<file path="src/rtl/cv32e40p_rf_wb_arbiter.sv">
// Register file writeback arbiter: up to three producers share two RF write ports, one-cycle registered output.
// Fixed priority with starvation promotion; same-cycle same-address grants are serialized.
module cv32e40p_rf_wb_arbiter #(
    parameter int ADDR_WIDTH   = 5,
    parameter int DATA_WIDTH   = 32,
    parameter int STARVE_LIMIT = 4
) (
    input  logic                    clk,
    input  logic                    rst,
    input  logic [2:0]              src_valid_i,
    input  logic [3*ADDR_WIDTH-1:0] src_addr_i,
    input  logic [3*DATA_WIDTH-1:0] src_data_i,
    output logic [2:0]              src_ready_o,
    output logic [ADDR_WIDTH-1:0]   waddr_a_o,
    output logic [DATA_WIDTH-1:0]   wdata_a_o,
    output logic                    we_a_o,
    output logic [ADDR_WIDTH-1:0]   waddr_b_o,
    output logic [DATA_WIDTH-1:0]   wdata_b_o,
    output logic                    we_b_o,
    output logic [2:0]              starve_o
);

    localparam int              CW  = $clog2(STARVE_LIMIT + 1);
    localparam logic [CW-1:0]   LIM = CW'(STARVE_LIMIT);
    localparam logic [CW-1:0]   ONE = CW'(1);

    logic [CW-1:0]          r_cnt [3];
    logic [2:0]             r_starve;
    logic [2:0]             w_gnt;
    logic                   w_a_vld;
    logic                   w_b_vld;
    logic [ADDR_WIDTH-1:0]  w_a_addr;
    logic [ADDR_WIDTH-1:0]  w_b_addr;
    logic [DATA_WIDTH-1:0]  w_a_data;
    logic [DATA_WIDTH-1:0]  w_b_data;

    // Pass 0 visits promoted sources, pass 1 the rest; first grant takes port A, second takes B.
    always_comb begin
        w_gnt    = '0;
        w_a_vld  = 1'b0;
        w_b_vld  = 1'b0;
        w_a_addr = '0;
        w_b_addr = '0;
        w_a_data = '0;
        w_b_data = '0;
        for (int p = 0; p < 2; p++) begin
            for (int i = 0; i < 3; i++) begin
                if (src_valid_i[i] && (r_starve[i] == (p == 0)) && !w_b_vld) begin
                    if (!w_a_vld) begin
                        w_gnt[i] = 1'b1;
                        w_a_vld  = 1'b1;
                        w_a_addr = src_addr_i[i*ADDR_WIDTH +: ADDR_WIDTH];
                        w_a_data = src_data_i[i*DATA_WIDTH +: DATA_WIDTH];
                    end else if (src_addr_i[i*ADDR_WIDTH +: ADDR_WIDTH] != w_a_addr) begin
                        w_gnt[i] = 1'b1;
                        w_b_vld  = 1'b1;
                        w_b_addr = src_addr_i[i*ADDR_WIDTH +: ADDR_WIDTH];
                        w_b_data = src_data_i[i*DATA_WIDTH +: DATA_WIDTH];
                    end
                end
            end
        end
    end

    assign src_ready_o = w_gnt;
    assign starve_o    = r_starve;

    always_ff @(posedge clk or posedge rst) begin
        if (rst) begin
            r_starve <= '0;
            for (int i = 0; i < 3; i++) begin
                r_cnt[i] <= '0;
            end
        end else begin
            for (int i = 0; i < 3; i++) begin
                if (!src_valid_i[i] || w_gnt[i]) begin
                    r_cnt[i]    <= '0;
                    r_starve[i] <= 1'b0;
                end else if (r_cnt[i] != LIM) begin
                    r_cnt[i]    <= r_cnt[i] + ONE;
                    r_starve[i] <= ((r_cnt[i] + ONE) == LIM);
                end
            end
        end
    end

    // x0 writes still occupy a port and load addr/data, but never raise the write enable.
    always_ff @(posedge clk or posedge rst) begin
        if (rst) begin
            we_a_o    <= 1'b0;
            we_b_o    <= 1'b0;
            waddr_a_o <= '0;
            wdata_a_o <= '0;
            waddr_b_o <= '0;
            wdata_b_o <= '0;
        end else begin
            we_a_o <= w_a_vld && (w_a_addr != '0);
            we_b_o <= w_b_vld && (w_b_addr != '0);
            if (w_a_vld) begin
                waddr_a_o <= w_a_addr;
                wdata_a_o <= w_a_data;
            end
            if (w_b_vld) begin
                waddr_b_o <= w_b_addr;
                wdata_b_o <= w_b_data;
            end
        end
    end

endmodule

</file>
<file path="config.mk">
export PLATFORM = sky130hd
export DESIGN_NAME = cv32e40p_rf_wb_arbiter
export DESIGN_NICKNAME = d
export VERILOG_FILES = /design/src/rtl/cv32e40p_rf_wb_arbiter.sv
export SDC_FILE = /design/constraint.sdc
export NUM_CORES = 1
export LEC_CHECK = 0
export BUFFER_PORTS_ARGS = -buffer_cell sky130_fd_sc_hd__buf_4
export CAP_MARGIN = 20
export CORE_UTILIZATION = 50
export DETAILED_ROUTE_END_ITERATION = 10
export GPL_TIMING_DRIVEN = 0
export PLACE_DENSITY = 0.82
export SETUP_SLACK_MARGIN = 0.02
export SLEW_MARGIN = 25
export SYNTH_ARGS = -nofsm -noshare
export SYNTH_HDL_FRONTEND = slang
export SYNTH_SLANG_ARGS = --single-unit
</file>
<file path="constraint.sdc">
create_clock -name clk -period 3.45 [get_ports clk]
set_clock_uncertainty 0.05 [all_clocks]
set_input_delay 0.345 -clock clk [delete_from_list [all_inputs] [get_ports clk]]
set_output_delay 0.345 -clock clk [all_outputs]
set_load 0.05 [all_outputs]
</file>
==> metrics.cfg <==
[grt]
antenna_found_initial = 0
grt_max_degree = 76
grt_pass1_vias = 6524
grt_pass1_wl_mm = 33.4
track_usage_pct = 36.8
grt.overflow.total = 0

[critical_path]
arrival_ns = 3.02
worstPathRequired_ns = 3.05
slowest_delay_ns = 0.52
crit_path_end_kind = output port
cp_common_cell = o211ai_1
r2r-start = starve_o[2]$_DFFE_PP0P_
crit_chain = and2_1, clkbuf_2, nand4_1, o211ai_1, a2111oi_4, a31o_2, o211ai_1, a21oi_1, o211ai_1, inv_1, buf_6
rrSetupSlack_ns = 0.13
r2r_cells = 11
path_class = reg -> out
slowest_stage = dfrtp_2
start_kind = flop
r2r_end = wdata_b_o[19]$_DFFE_PP0P_
crit_path_max_fanout = 8

[clock_network]
cts.sinks = 88
htreeDepth = 3
clkSlewWorstSetupHoldPaths_ns = 0.06
root_buffer = clkbuf_16
cts_inserted_buffers = 9
ctsLongestPathBuffers = 2
cts_tree = yes
clk_latency_ns = 0.35

[layout]
layout-drive-gt1-share_pct = 34.3
area_growth_pct = 39.1
antenna_cells = 0
layout_commonest_cell = buf_4
mostFrequentLayoutCells = buf_4, nand2_1, dfrtp_1, a222oi_1, mux2i_1
final_nets = 990

[route]
routedWlPerCell_um = 22.2
route.met2.wl_mm = 10.4
drt-initial-drc-count = 1113
first_pass_iters = 10
route.met3.wl_mm = 2.71
drt-met1-wl_mm = 8.47
top_layer_used = met4
via_count = 6702
drtAntennaViolNets = 0
drc = 0
viasPerCell = 6.64
routed_wl_mm = 22.4

[synthesis]
synth_compound_area_share_pct = 26.6
synth_top_family_by_area = compound AO/OA/AOI/OAI gates
synth_fp_nets = 765
ys_types = 67
synthXorXnorAreaFrac_pct = 2.42
syn_area_per_cell_um2 = 9.05
synthAdderAreaFrac_pct = 1.94
ys_async_sr_fraction_pct = 100
synthMuxAreaShare_pct = 7.11
synth_simple_gate_area_share_pct = 17.2
synth-edff-count = 0
seq_area_frac_synth_pct = 38.0
ys.flop_type = dfrtp_1
yosysWarnings = 0
synthesis.area_mm2 = 0.00579
synth-seq-cells = 88
syn_inst = 640

[timing]
setup_viol = 0
fin_crit_sh_pct = 98.9
slew_headroom_pct = 49.1
rsz0062_at_grt = yes
final-hold-violation-count = 0
post-route-min-period_ns = 3.41
finalSetupTns_ns = 0
maxSlewViolCount = 0
worst_pin_slew_ns = 0.761
worst_slack_ns = 0.0382
fmax_mhz = 293

[worst_hold_path]
worstHoldPathType = in -> reg
holdPathEnd = wdata_b_o[30]$_DFFE_PP0P_
holdCritStartpoint = src_data_i[94]
hold_depth = 3

[pwr]
comb_power_share_pct = 36.4
p_per_area_mw_per_mm2 = 440
p_clk_share_pct = 29.0
swShare_pct = 37.9
switchingPower_w = 0.00135
internal_power_w = 0.00220
peakVddDrop_uv = 430
p_seq_share_pct = 34.6
power.leakage_nw = 3.78

[run]
cap_violations = 0

[die]
die_w_um = 110
core-area_mm2 = 0.0111
initial_utilization_pct = 52.3
ioPinCount = 198
rows = 38
die_y_um = 110
die_area_mm2 = 0.0120

[outcome]
status = complete, no violations

[placed_design]
io_buffer_count = 191
globalplace.congestion = 0.940
post-dp-hpwl_mm = 15.7
dp_slack_ns = -0.201

==> metrics by stage <==
stage	util (%)	total power [W]	cell area [µm²]	instances	hold WS, ns
after global routing	72.7	0.00366	8050	1010	0.160
after CTS	71.1	0.00352	7870	999	0.147
after detailed placement	67.1	0.00248	7430	972	0.227
after floorplan	-	0.00202	5790	640	0.408
final	72.7	0.00355	8050	1010	0.154
after global placement	66.8	0.00245	7400	971	0.416
==> Yosys cell counts, drive strengths merged, types with 3 or more instances <==
master | n | area [µm²]
a2111oi | 3 | 32.5
a21o | 4 | 30.0
a21oi | 18 | 105
a221oi | 13 | 126
a222oi | 59 | 591
a22o | 9 | 78.8
a31o | 3 | 26.3
a31oi | 5 | 31.3
and2 | 8 | 53.8
and3 | 7 | 43.8
buf | 29 | 196
clkbuf | 31 | 116
dfrtp | 88 | 2200
ha | 9 | 113
inv | 19 | 71.3
mux2i | 40 | 400
nand2 | 111 | 427
nand3 | 13 | 65.1
nand3b | 3 | 22.5
nand4 | 6 | 37.5
nand4b | 3 | 26.3
nor2 | 30 | 113
nor2b | 7 | 43.8
nor3 | 6 | 41.3
nor4 | 3 | 18.8
o211ai | 7 | 52.6
o21ai | 55 | 275
o32a | 4 | 40.0
or2 | 4 | 25.0
xnor2 | 7 | 61.3
xor2 | 9 | 78.8
==> critical path, delay by kind of cell (launching register included) <==
family	cells	cell delay, ns
AO/OA/AOI/OAI	6	1.29
flip-flops	1	0.52
buffers and inverters	3	0.45
AND/OR/NAND/NOR	2	0.40
==> how the worst max path moves through the flow <==
stage	cells past startpoint	to	from
floorplan	10	src_ready_o[2]	starve_o[0]$_DFFE_PP0P_
global placement	2	waddr_a_o[2]$_DFFE_PP0P_	rst
detailed placement	11	wdata_b_o[25]$_DFFE_PP0P_	src_addr_i[7]
CTS	11	src_ready_o[2]	starve_o[0]$_DFFE_PP0P_
global route	12	src_ready_o[2]	starve_o[1]$_DFFE_PP0P_
finish	11	src_ready_o[2]	starve_o[2]$_DFFE_PP0P_
==> sequential cells by signal (all words and copies together) (netlist names) <==
signal     count
waddr_b_o      5
starve_o       3
we_b_o         1
waddr_a_o      5
wdata_a_o     32
wdata_b_o     32
r_cnt          9
we_a_o         1
==> kinds of logic after synthesis <==
kind of cell / after synthesis
buffers and inverters: 79
multiplexers: 41
adder cells (fa/ha/maj): 9
XOR/XNOR: 16
flip-flops: 88
AO/OA/AOI/OAI: 196
AND/OR/NAND/NOR: 211
==> per-layer routing <==
metal,GRT usage [%],vias up
met4,18.4,0
met5,0,-
met3,10.3,74
met1,46.2,3233
li1,-,2886
met2,57.9,509
==> power by group through the flow <==
stage | Clock [W] | Combinational, W | Sequential [W]
floorplan | 0 | 0.000374 | 0.00165
global placement | 0 | 0.00121 | 0.00124
detailed placement | 0 | 0.00124 | 0.00124
CTS | 0.00103 | 0.00126 | 0.00123
global route | 0.00107 | 0.00135 | 0.00124
finish | 0.00103 | 0.00129 | 0.00123
==> final cells by class <==
class / instances / area (µm²)
Inverter: 19 / 76.3
Sequential cell: 88 / 2200
Fill cell: 854 / 3020
Buffer: 60 / 340
Timing Repair Buffer: 214 / 1630
Clock inverter: 5 / 53.8
Multi-Input combinational cell: 473 / 3320
Clock buffer: 11 / 253
Tap cell: 140 / 175
==> what timing repair did <==
action,4_1_cts,5_1_grt
resized for setup,18,24
pin swaps,8,13
gates cloned,0,0
setup buffers,10,11
hold buffers,1,0
setup endpoints to repair,58,51
endpoints found under the hold margin,13,0
No activity file was read; power rests on OpenSTA's default activity.
